--- src/rtl/serial_link_power_seq_if.sv ---
// Control/status bundle between a serial link's power sequencer and the
// clock gate, link reset and AXI isolation cells it drives.
interface serial_link_power_seq_if;
    logic       en_req_i;
    logic [1:0] isolated_i;
    logic       err_clr_i;
    logic [1:0] isolate_o;
    logic       clk_ena_o;
    logic       reset_no;
    logic       up_o;
    logic       busy_o;
    logic       err_o;

    // The master requests power state changes and reports isolation status.
    modport master (
        output en_req_i, isolated_i, err_clr_i,
        input  isolate_o, clk_ena_o, reset_no, up_o, busy_o, err_o
    );

    modport slave (
        input  en_req_i, isolated_i, err_clr_i,
        output isolate_o, clk_ena_o, reset_no, up_o, busy_o, err_o
    );
endinterface

--- src/rtl/serial_link_power_seq.sv ---
// Power sequencer for a serial link: clock enable -> reset release -> de-isolate
// on the way up, and the reverse on the way down, with a sticky handshake timeout.
module serial_link_power_seq #(
    parameter int unsigned ClkCycles     = 4,
    parameter int unsigned RstCycles     = 8,
    parameter int unsigned TimeoutCycles = 1024
) (
    input  logic                    clk_i,
    input  logic                    rst_ni,
    serial_link_power_seq_if.slave  link
);

    localparam int unsigned MaxAb     = (ClkCycles > RstCycles) ? ClkCycles : RstCycles;
    localparam int unsigned MaxCycles = (MaxAb > TimeoutCycles) ? MaxAb : TimeoutCycles;
    localparam int unsigned CntW      = $clog2(MaxCycles) + 1;

    localparam logic [CntW-1:0] ClkLoad = CntW'(ClkCycles - 1);
    localparam logic [CntW-1:0] RstLoad = CntW'(RstCycles - 1);
    localparam logic [CntW-1:0] ToLoad  = CntW'(TimeoutCycles - 1);

    typedef enum logic [2:0] {
        OFF, CLK_EN, RST_REL, DEISO, ON, ISO, RST_ASRT, CLK_DIS
    } state_e;

    state_e          state_q, state_d;
    logic [CntW-1:0] cnt_q, cnt_d;
    logic [1:0]      isolate_q, isolate_d;
    logic            clk_ena_q, clk_ena_d;
    logic            reset_n_q, reset_n_d;
    logic            up_q, up_d;
    logic            busy_q, busy_d;
    logic            err_q, err_d;
    logic            cnt_zero;
    logic            timeout;

    assign cnt_zero = (cnt_q == '0);

    // Every output is a flop loaded from the decode of the next state, so the
    // clock gate and link reset never see combinational glitches.
    always_ff @(posedge clk_i or negedge rst_ni) begin
        if (!rst_ni) begin
            state_q   <= OFF;
            cnt_q     <= '0;
            isolate_q <= 2'b11;
            clk_ena_q <= 1'b0;
            reset_n_q <= 1'b0;
            up_q      <= 1'b0;
            busy_q    <= 1'b0;
            err_q     <= 1'b0;
        end else begin
            state_q   <= state_d;
            cnt_q     <= cnt_d;
            isolate_q <= isolate_d;
            clk_ena_q <= clk_ena_d;
            reset_n_q <= reset_n_d;
            up_q      <= up_d;
            busy_q    <= busy_d;
            err_q     <= err_d;
        end
    end

    always_comb begin
        state_d = state_q;
        timeout = 1'b0;
        case (state_q)
            OFF:      if (link.en_req_i && !err_q) state_d = CLK_EN;
            CLK_EN:   if (cnt_zero) state_d = RST_REL;
            RST_REL:  if (cnt_zero) state_d = link.en_req_i ? DEISO : RST_ASRT;
            DEISO: begin
                // A completed handshake beats both an abort and a timeout.
                if (link.isolated_i == 2'b00) begin
                    state_d = ON;
                end else if (!link.en_req_i) begin
                    state_d = ISO;
                end else if (cnt_zero) begin
                    timeout = 1'b1;
                    state_d = ISO;
                end
            end
            ON:       if (!link.en_req_i) state_d = ISO;
            ISO: begin
                if (link.isolated_i == 2'b11) begin
                    state_d = RST_ASRT;
                end else if (cnt_zero) begin
                    timeout = 1'b1;
                    state_d = RST_ASRT;
                end
            end
            RST_ASRT: if (cnt_zero) state_d = CLK_DIS;
            CLK_DIS:  if (cnt_zero) state_d = OFF;
            default:  state_d = OFF;
        endcase
    end

    always_comb begin
        isolate_d = 2'b11;
        clk_ena_d = 1'b0;
        reset_n_d = 1'b0;
        up_d      = (state_d == ON);
        busy_d    = (state_d != OFF) && (state_d != ON);
        case (state_d)
            CLK_EN:   clk_ena_d = 1'b1;
            RST_REL, ISO: begin
                clk_ena_d = 1'b1;
                reset_n_d = 1'b1;
            end
            DEISO, ON: begin
                isolate_d = 2'b00;
                clk_ena_d = 1'b1;
                reset_n_d = 1'b1;
            end
            RST_ASRT: clk_ena_d = 1'b1;
            default:  ;
        endcase

        // Load on entry so each state is held for exactly its load + 1 cycles.
        if (state_d != state_q) begin
            case (state_d)
                CLK_EN, CLK_DIS:  cnt_d = ClkLoad;
                RST_REL, RST_ASRT: cnt_d = RstLoad;
                DEISO, ISO:       cnt_d = ToLoad;
                default:          cnt_d = '0;
            endcase
        end else if (!cnt_zero) begin
            cnt_d = cnt_q - CntW'(1);
        end else begin
            cnt_d = cnt_q;
        end

        if (timeout) begin
            err_d = 1'b1;
        end else if (link.err_clr_i) begin
            err_d = 1'b0;
        end else begin
            err_d = err_q;
        end
    end

    assign link.isolate_o = isolate_q;
    assign link.clk_ena_o = clk_ena_q;
    assign link.reset_no  = reset_n_q;
    assign link.up_o      = up_q;
    assign link.busy_o    = busy_q;
    assign link.err_o     = err_q;

endmodule

--- src/flat_wrapper.sv ---
// flat-port wrapper written by rule: the top's interface ports become plain ports
module serial_link_power_seq_flat 
#(
    parameter int unsigned ClkCycles     = 4,
    parameter int unsigned RstCycles     = 8,
    parameter int unsigned TimeoutCycles = 1024
)
  (clk_i, rst_ni, link_en_req_i, link_isolated_i, link_err_clr_i, link_isolate_o, link_clk_ena_o, link_reset_no, link_up_o, link_busy_o, link_err_o);
  serial_link_power_seq_if link_i ();
  input  logic clk_i;
  input  logic rst_ni;
  input wire logic [$bits(link_i.en_req_i)-1:0] link_en_req_i;
  input wire logic [$bits(link_i.isolated_i)-1:0] link_isolated_i;
  input wire logic [$bits(link_i.err_clr_i)-1:0] link_err_clr_i;
  output wire logic [$bits(link_i.isolate_o)-1:0] link_isolate_o;
  output wire logic [$bits(link_i.clk_ena_o)-1:0] link_clk_ena_o;
  output wire logic [$bits(link_i.reset_no)-1:0] link_reset_no;
  output wire logic [$bits(link_i.up_o)-1:0] link_up_o;
  output wire logic [$bits(link_i.busy_o)-1:0] link_busy_o;
  output wire logic [$bits(link_i.err_o)-1:0] link_err_o;
  assign link_i.en_req_i = link_en_req_i;
  assign link_i.isolated_i = link_isolated_i;
  assign link_i.err_clr_i = link_err_clr_i;
  assign link_isolate_o = link_i.isolate_o;
  assign link_clk_ena_o = link_i.clk_ena_o;
  assign link_reset_no = link_i.reset_no;
  assign link_up_o = link_i.up_o;
  assign link_busy_o = link_i.busy_o;
  assign link_err_o = link_i.err_o;
  serial_link_power_seq #(.ClkCycles(ClkCycles), .RstCycles(RstCycles), .TimeoutCycles(TimeoutCycles)) u_core (.clk_i(clk_i), .rst_ni(rst_ni), .link(link_i));
endmodule
--- config.mk ---
export PLATFORM = sky130hd
export DESIGN_NAME = serial_link_power_seq_flat
export DESIGN_NICKNAME = d
export VERILOG_FILES = /design/src/rtl/serial_link_power_seq_if.sv /design/src/rtl/serial_link_power_seq.sv /design/src/flat_wrapper.sv
export SDC_FILE = /design/constraint.sdc
export NUM_CORES = 1
export LEC_CHECK = 0
export CAP_MARGIN = 20
export CELL_PAD_IN_SITES_DETAIL_PLACEMENT = 1
export CELL_PAD_IN_SITES_GLOBAL_PLACEMENT = 2
export CORE_UTILIZATION = 30
export DETAILED_ROUTE_END_ITERATION = 8
export MAX_ROUTING_LAYER = met4
export PLACE_DENSITY = 0.68
export SLEW_MARGIN = 20
export SYNTH_ARGS = -nofsm -noshare
export SYNTH_HDL_FRONTEND = slang
export SYNTH_SLANG_ARGS = --single-unit
--- constraint.sdc ---
create_clock -name clk_i -period 2.03 [get_ports clk_i]
set_input_delay 0.406 -clock clk_i [delete_from_list [all_inputs] [get_ports clk_i]]
set_output_delay 0.406 -clock clk_i [all_outputs]
set_load 0.05 [all_outputs]
# Word-level counts from Yosys, hierarchy flattened
# Index checks and enable logic that the tools add are counted.
[op_classes]
shift = 0
n_bitwise = 0
mul = 0
add_sub_neg = 1
div_mod_pow = 0
n_reduce_logical = 14
n_eq_ne = 18
n_lt_le_gt_ge = 0
muxes = 26
[ops]
columns = ["cell", "n"]
rows = [
  ["$mux 3", 12],
  ["$pmux 10 s3", 1],
  ["$eq 3x3->1 const B", 8],
  ["$pmux 3 s8", 1],
  ["$mux 11", 2],
  ["$eq 3x2->1 const B", 4],
  ["$logic_not 11->1", 1],
  ["$sub 11x1->11 const B", 1],
  ["$mux 1", 8],
  ["$reduce_or 2->1", 4],
  ["$eq 3x1->1 const B", 2],
  ["$reduce_or 6->1", 1],
  ["$reduce_or 4->1", 1],
  ["$logic_not 3->1", 1],
  ["$ne 3x3->1", 1],
  ["$ne 3x3->1 const B", 1],
  ["$reduce_bool 3->1", 1],
  ["$eq 2x2->1 const B", 1],
  ["$logic_and 1x1->1", 2],
  ["$logic_not 2->1", 1],
  ["$mux 2", 1],
  ["$ne 2x2->1 const B", 1],
  ["$pmux 1 s2", 1],
  ["$reduce_bool 2->1", 1],
  ["$logic_not 1->1", 1],
]
[totals]
ram_bits = 0
reg_bits = 21
inputBits = 6
romBits = 0
latchBits = 0
word_cells = 67
out_inout_bits = 7
mem_count = 0

# Longest topological paths before layout
# Gate-level depths: netlist (run 1).
[logic_depth]
depth_word = 9
mapped_depth = 10
depth_no_buf = 9

# Least setup slack after synthesis (run 1)
# No wires, ideal clock.
[synth_timing]
path_kind = "register to register"
start = "reg u_core.cnt_q[0]"
end = "reg u_core.clk_ena_q, in the netlist u_core.link.clk_ena_o"
path_stages_with_launch = 10
arrival_time_ps = 1948
setup_ps = 126
required_ps = 1904
setup_slack_ps = -44
n_path_buf = 0
synth_period_minus_slack_ps = 2074
path_cell_list = "dfrtp_1 > inv_1 > ha_1 > nor3b_2 > nand4b_1 > nand4_2 > a32oi_4 > nor2_4 > inv_2 > a221o_1"
[synth_between]
elab_chain_cells = 8
word_cells_on_any_way = 19
cone_classes = "eq/ne (6); mux (11); reduce/logical (2)"
[synth_rtl]
columns = ["item", "line", "rtl"]
rows = [
  ["start, declared", "serial_link_power_seq.sv:26", "logic [CntW-1:0] cnt_q, cnt_d;"],
  ["start signal, assigned", "serial_link_power_seq.sv:52", "cnt_q <= cnt_d;"],
  ["$logic_not 11->1 (*)", "serial_link_power_seq.sv:36", "assign cnt_zero = (cnt_q == '0);"],
  ["$mux 3", "serial_link_power_seq.sv:75", "end else if (cnt_zero) begin"],
  ["$mux 3", "serial_link_power_seq.sv:73", "end else if (!link.en_req_i) begin"],
  ["$mux 3", "serial_link_power_seq.sv:71", "if (link.isolated_i == 2'b00) begin"],
  ["$pmux 3 s8 (*)", "serial_link_power_seq.sv:65", "case (state_q)"],
  ["net u_core.state_d[0]", "serial_link_power_seq.sv:25", "state_e state_q, state_d;"],
  ["$eq 3x1->1, or another cell as far along", "serial_link_power_seq.sv:101", "case (state_d)"],
  ["$reduce_or 6->1 (no source line) (*)", "-", ""],
  ["$mux 1 (*)", "serial_link_power_seq.sv:101", ""],
  ["net u_core.clk_ena_d", "serial_link_power_seq.sv:28", "logic clk_ena_q, clk_ena_d;"],
  ["end signal, assigned", "serial_link_power_seq.sv:54", "clk_ena_q <= clk_ena_d;"],
  ["end, declared", "serial_link_power_seq.sv:28", ""],
]
# Mark *: on every way through the listed nets, which the timed path passes. The rest lies on a longest branch.
# A chain may end at the register's enable or synchronous reset.

# Worst setup path in the final report (run 1)
[layout_timing]
start = "reg u_core.cnt_q[1]"
end = "reg u_core.cnt_q[2]"
[layout_between]
elab_chain_cells = 9
word_cells_on_any_way = 26
cone_classes = "add/sub (1); eq/ne (8); mux (13); reduce/logical (4)"
[layout_rtl]
columns = ["item", "line", "rtl"]
rows = [
  ["$logic_not 11->1", "serial_link_power_seq.sv:36", ""],
  ["$mux 3", "serial_link_power_seq.sv:75", ""],
  ["$mux 3", "serial_link_power_seq.sv:73", ""],
  ["$mux 3", "serial_link_power_seq.sv:71", ""],
  ["$pmux 3 s8", "serial_link_power_seq.sv:65", ""],
  ["$eq 3x2->1, or another cell as far along", "serial_link_power_seq.sv:118", "case (state_d)"],
  ["$reduce_or 2->1", "serial_link_power_seq.sv:118", ""],
  ["$pmux 10 s3", "serial_link_power_seq.sv:118", ""],
  ["$mux 11", "serial_link_power_seq.sv:117", "if (state_d != state_q) begin"],
]
# Parallel ways exist; a longest one is shown, timed or not. The select of a mux whose other input is x is not followed.

==> results of run 1 <==
## sequential cells by signal, indices dropped and copies added, names as in the netlist
| name | cells |
|---|---|
| u_core.link.reset_no | 1 |
| u_core.link.up_o | 1 |
| u_core.link.clk_ena_o | 1 |
| u_core.link.busy_o | 1 |
| u_core.link.isolate_o | 1 |
| u_core.state_q | 3 |
| u_core.cnt_q | 11 |
| u_core.link.err_o | 1 |
## synthesized netlist by cell type (2+ instances only)
library cell,instances
nand2_1,9
nor2_1,6
a21oi_1,4
and3_1,3
dfrtp_1,19
a211oi_1,2
inv_1,6
nand4b_1,3
mux2i_1,3
nor3_1,3
o21ai_0,12
xnor2_1,8
buf_2,3
nor2b_1,2
xor2_1,2
## metal layers
metal / vias to the layer above / part of all wire [%] / global-route usage (%)
met5: - / 0 / -
met4: 0 / 0.95 / 2.39
met3: 4 / 2.9 / 4.66
met2: 19 / 54 / 33.7
met1: 563 / 42 / 23.4
li1: 555 / - / -
## worst max-delay path: cells and delay by family (launching register included)
| kind | cells | cell delay [ps] |
|---|---|---|
| simple gates | 2 | 490 |
| compound gates | 2 | 480 |
| flops | 1 | 400 |
| buf+inv | 2 | 280 |
| xor+xnor | 1 | 160 |
| fa+ha+maj | 1 | 140 |
| mux | 1 | 80 |
## per-stage QoR
step	TNS (ps)	util [%]	instance area [sq um]
2_1_floorplan	0	-	1240
3_3_place_gp	-2880	43.3	1650
3_5_place_dp	-3940	43.3	1650
4_1_cts	-983	47.8	1820
5_1_grt	-2820	50.6	1920
6_report	-1050	50.6	1920
## what timing repair did
item | CTS | global route
setup buffers | 8 | 6
resized for setup | 20 | 17
endpoints found under the setup margin | 15 | 17
pin swaps | 12 | 4
## worst max path at each step
stage	endpoint	depth (start not counted)	slack [ps]
floorplan	u_core.link.clk_ena_o	10	6
global placement	u_core.link.clk_ena_o	9	-250
detailed placement	u_core.cnt_q[6]	7	-310
CTS	u_core.cnt_q[6]	9	-90
global route	u_core.cnt_q[2]	9	-220
finish	u_core.cnt_q[2]	9	-110
## report_power, final
group	switching [mW]	internal, mW	total (mW)
Combinational	0.0175	0.0148	0.0323
Clock	0.131	0.173	0.303
Sequential	0.0000000000000000240	0.398	0.398
Total	0.148	0.586	0.734
## layout make-up
cell class                 instances  area (sq um)
tap                               48          60.1
sequential                        20           504
timing repair buffer              60           495
multi-input combinational         88           779
clock buffer                       4          55.1
fill                             436          1880
inverter                           7          26.3
## cells by family after synthesis
group / share of synthesized area [%]
buffers and inverters: 4.86
adder cells (fa/ha/maj): 1.01
XOR/XNOR: 7.09
AND/OR/NAND/NOR: 22.9
multiplexers: 2.43
AO/OA/AOI/OAI: 21.1
flip-flops: 40.6
==> flow_metrics.py, run 1 <==
metrics = {
    "run_status": {
        "status": "finished, violations left",
        "violations": "setup timing",
    },
    "detailed_routing": {
        "ant_nets": 0,
        "routed_via_density": 5.03,
        "dr.pass1.iters": 3,
        "detail_route.wl_per_cell_microns": 16.7,
        "drcViolationCount": 0,
        "drt-total-wl_mm": 3.79,
        "routed-via-count": 1141,
        "drt-initial-drc-count": 61,
    },
    "layout": {
        "areaGrowthSynthToFinish_pct": 55.5,
        "drive_above_1_share_pct": 46.9,
        "antenna_cells": 0,
        "final_cells": 227,
        "final_cell_mix": "buf_4, dfrtp_1, nand2_1",
        "nets": 187,
        "final_common_cell": "buf_4",
    },
    "power": {
        "power_uw": 734,
        "power_density_nw_per_um2": 382,
        "p_leak_nw": 0.846,
        "irDropWorstVdd_mv": 0.374,
    },
    "synth": {
        "yosys_warnings": 0,
        "netlist_area_sq_um": 1230,
        "yosysUniqueCellTypes": 50,
        "async_flop_share_pct": 100,
        "synthesis.nets": 127,
        "synth_edf_count": 0,
        "synth_seq_cells": 20,
        "synth_flop_cell": "dfrtp_1",
        "postSynthCellCount": 120,
        "yosysSeqAreaShare_pct": 40.6,
        "synthTopCellsByArea": "dfrtp_1, xnor2_1, o21ai_0, nand2_1, mux2i_1",
        "synth_top_area_share_pct": 38.5,
        "yosys.area.top_type": "dfrtp_1",
        "syn_area_per_cell_sq_um": 10.3,
    },
    "sta": {
        "final_max_slew_viol_count": 0,
        "hold_violations": 0,
        "setup_viol": 16,
        "max_freq_mhz": 467,
        "whs_ps": 487,
        "worst-slew-pin-transition_ps": 508,
        "slew_headroom_pct": 66.0,
        "rsz0062_at_grt": "true",
        "setup_ws_ps": -112,
        "period_share_pct": 106,
        "period_needed_ps": 2140,
        "skew_ps": 1.65,
    },
    "hold_path": {
        "min_path_type": "primary input to async pin",
    },
    "critical_path": {
        "worstSetupStartpointType": "register",
        "critPathCaptureType": "register",
        "cp-startpoint": "u_core.cnt_q[1]",
        "r2r_end": "u_core.cnt_q[2]",
        "regToRegStartpoint": "u_core.cnt_q[1]",
        "rr_worst_depth": 9,
        "arrival_ps": 2280,
        "reg2reg_slack_ps": -110,
        "worstPathMaxFanout": 4,
        "worstPathRequired_ps": 2170,
        "worstSetupPathType": "register to register",
        "critPathSlowestCell": "a221oi_4",
        "cp_slowest_stage_delay_ps": 440,
        "path_cells": "inv_2, ha_4, nor3b_4, nand4b_1, a221oi_4, buf_4, a31oi_4, xnor2_2, mux2i_1",
    },
    "cts": {
        "cts-root-buf": "clkbuf_8",
        "cts_made_buffers": 3,
        "worstSkewPairLatency_ps": 260,
        "cts_hold_buf": 0,
        "cts.sinks": 20,
        "cts_tree": "yes",
        "h-tree-depth": 1,
        "clockBufferDepth": 2,
        "cts.clk_slew.worst_paths_ps": 70,
    },
    "floorplan": {
        "die_area_sq_um": 4380,
        "initial_core_util_pct": 32.5,
        "io_pins": 13,
        "die_y_microns": 66.2,
        "rows": 22,
        "fp.dieW_microns": 66.2,
        "coreArea_sq_um": 3800,
    },
    "global_route": {
        "grt_pass1_wl_mm": 6.10,
        "grt_pass1_vias": 1229,
        "antenna_found_initial": 0,
        "grt_usage_pct": 19.4,
        "grt_max_degree": 21,
        "grt_overflow_total": 0,
    },
    "job": {
        "drv_cap": 0,
    },
    "placed_design": {
        "dp_slack_ps": -309,
        "dp_hpwl_mm": 2.72,
        "gp_congestion": 0.783,
        "io_buffers": 12,
        "dp_cells": 210,
    },
}
Note: power is estimated with default switching activity, not from simulation.
==> run 2: changes to the inputs <==
--- a/config.mk
+++ b/config.mk
@@ -11,7 +11,7 @@
 export CORE_UTILIZATION = 30
 export DETAILED_ROUTE_END_ITERATION = 8
 export MAX_ROUTING_LAYER = met4
-export PLACE_DENSITY = 0.68
+export PLACE_DENSITY = 0.81
 export SLEW_MARGIN = 20
 export SYNTH_ARGS = -nofsm -noshare
 export SYNTH_HDL_FRONTEND = slang
==> run 2 against run 1 <==
Against the previous run: the run still ends with setup timing left; count of clock-buffer cells in the layout down 1; sequential share of layout area up 0.41 points; utilization down 1.0 points; design area down 2.0%; power up 15%; flip-flop and latch count unchanged; highest routed layer unchanged; via count up 0.35%; clock power up 35%.
==> flow_metrics.py, run 2 (synthesized netlist as in run 1, its figures left out) <==
metrics = {
    "layout": {
        "nets": 184,
        "fillers": 436,
        "fin_util_pct": 49.5,
        "reg_top3": "u_core.cnt_q x11, u_core.state_q x3",
        "final_cell_mix": "buf_4, dfrtp_1, clkdlybuf4s50_1",
        "regMostFlops": "u_core.cnt_q",
        "post-route-cell-area_sq_um": 1880,
        "drive_above_1_share_pct": 43.8,
        "regArea_sq_um": 502,
        "final_common_cell": "buf_4",
        "multi_input_area_sq_um": 751,
        "largest_register_ffs": 11,
        "antenna_cells": 0,
        "areaGrowthSynthToFinish_pct": 52.4,
    },
    "power": {
        "power_density_nw_per_um2": 448,
        "power_uw": 843,
        "p_leak_nw": 0.829,
        "irDropWorstVdd_mv": 0.459,
    },
    "detailed_routing": {
        "detail_route.wl_per_cell_microns": 16.5,
        "drcViolationCount": 0,
        "dr.pass1.iters": 4,
        "routed_via_density": 5.11,
        "ant_nets": 0,
        "drt-initial-drc-count": 26,
        "routed-via-count": 1145,
        "drt-total-wl_mm": 3.69,
    },
    "global_route": {
        "grt_pass1_wl_mm": 6.18,
        "grt_max_degree": 21,
        "use_met3_pct": 2.76,
        "grt_overflow_total": 0,
        "grt_pass1_vias": 1246,
        "met1_usage_pct": 23.7,
        "grt_use_met2_pct": 35.3,
        "antenna_found_initial": 0,
        "busiest_layer": "met2",
        "grt_usage_pct": 19.8,
    },
    "floorplan": {
        "rows": 22,
        "die_area_sq_um": 4380,
        "die_y_microns": 66.2,
        "initial_core_util_pct": 32.5,
        "coreArea_sq_um": 3800,
        "fp.dieW_microns": 66.2,
        "io_pins": 13,
    },
    "critical_path": {
        "arrival_ps": 2310,
        "critPathCaptureType": "register",
        "worstPathMaxFanout": 3,
        "rr_worst_depth": 11,
        "worstPathRequired_ps": 2180,
        "reg2reg_slack_ps": -130,
        "r2r_end": "u_core.link.clk_ena_o",
        "regToRegStartpoint": "u_core.cnt_q[0]",
        "worstSetupStartpointType": "register",
        "worstSetupPathType": "register to register",
    },
    "cts": {
        "cts_tree": "yes",
        "worstSkewPairLatency_ps": 270,
        "cts_hold_buf": 0,
        "cts-root-buf": "clkbuf_8",
        "h-tree-depth": 1,
        "cts.clk_slew.worst_paths_ps": 80,
        "clockBufferDepth": 2,
        "cts.sinks": 20,
        "cts_made_buffers": 3,
    },
    "sta": {
        "rsz0062_at_grt": "true",
        "worst-slew-pin-transition_ps": 511,
        "slew_headroom_pct": 65.8,
        "final_max_slew_viol_count": 0,
        "period_share_pct": 106,
        "hold_violations": 0,
        "setup_ws_ps": -125,
        "period_needed_ps": 2160,
        "setup_viol": 15,
        "whs_ps": 478,
        "max_freq_mhz": 464,
        "skew_ps": 3.95,
    },
    "hold_path": {
        "min_path_type": "primary input to async pin",
    },
    "placed_design": {
        "io_buffers": 12,
        "dpl_cell_area_sq_um": 1630,
        "gp_congestion": 0.812,
        "dp_hpwl_mm": 2.63,
    },
    "run_status": {
        "status": "finished, violations left",
        "violations": "setup timing",
    },
    "job": {
        "drv_cap": 0,
    },
}
[run 2: worst max-delay path by stage]
stage                                   from                     to  cells past startpoint
after global placement    link_isolated_i[1]  u_core.link.clk_ena_o                      8
after CTS                    u_core.cnt_q[0]        u_core.cnt_q[2]                      8
final                        u_core.cnt_q[0]  u_core.link.clk_ena_o                     11
after detailed placement  link_isolated_i[1]        u_core.cnt_q[5]                      7
after floorplan              u_core.cnt_q[0]  u_core.link.clk_ena_o                     10
after global routing         u_core.cnt_q[0]        u_core.cnt_q[2]                     11
[run 2: critical path, cell delays in order, from the launching register on]
cell and delay [ps]:
dfrtp_1 400, inv_2 80, ha_4 130, nor3b_4 230, buf_4 150, nand4b_1 150
o21ai_0 160, buf_4 170, nor2_2 60, nor2_4 150, inv_2 70, a221o_1 290
[run 2: metal layers]
layer  up-vias  wire, microns
met5         -              0
li1        550              -
met4         0             29
met1       574           1560
met2        17           1980
met3         4            113
[run 2: per-stage QoR]
stage | setup WS (ps) | instances | TNS [ps]
6_report | -125 | 224 | -809
5_1_grt | -245 | 224 | -2870
4_1_cts | -104 | 223 | -825
3_5_place_dp | -278 | 208 | -3600
3_3_place_gp | -201 | 208 | -2000
2_1_floorplan | 5.99 | 120 | 0
[run 2: layout make-up]
type                            instances  share of cell area, %
Clock buffer                            3                   2.19
Inverter                                7                   1.40
Clock inverter                          1                   1.60
Tap cell                               48                   3.19
Multi-Input combinational cell         88                   39.9
Timing Repair Buffer                   57                   25.1
Sequential cell                        20                   26.7
[run 2: report_power, final]
group | total (mW) | internal [mW] | leakage [nW] | switching, mW
clock | 0.409 | 0.264 | 0.0357 | 0.146
sequential | 0.398 | 0.398 | 0.225 | 0.0000000000000000227
combinational | 0.0354 | 0.0174 | 0.568 | 0.0180
total | 0.843 | 0.679 | 0.829 | 0.164
[run 2: what timing repair did]
item / 4_1_cts / 5_1_grt
setup buffers: 11 / 3
pin swaps: 9 / 7
gates resized for setup: 19 / 7
setup endpoints to repair: 16 / 17
==> run 3: changes to the inputs <==
--- a/config.mk
+++ b/config.mk
@@ -5,7 +5,7 @@
 export SDC_FILE = /design/constraint.sdc
 export NUM_CORES = 1
 export LEC_CHECK = 0
-export CAP_MARGIN = 20
+export CAP_MARGIN = 25
 export CELL_PAD_IN_SITES_DETAIL_PLACEMENT = 1
 export CELL_PAD_IN_SITES_GLOBAL_PLACEMENT = 2
 export CORE_UTILIZATION = 30
==> results of run 3 <==
Final layout, timing and power as in run 2 (identical DEF).
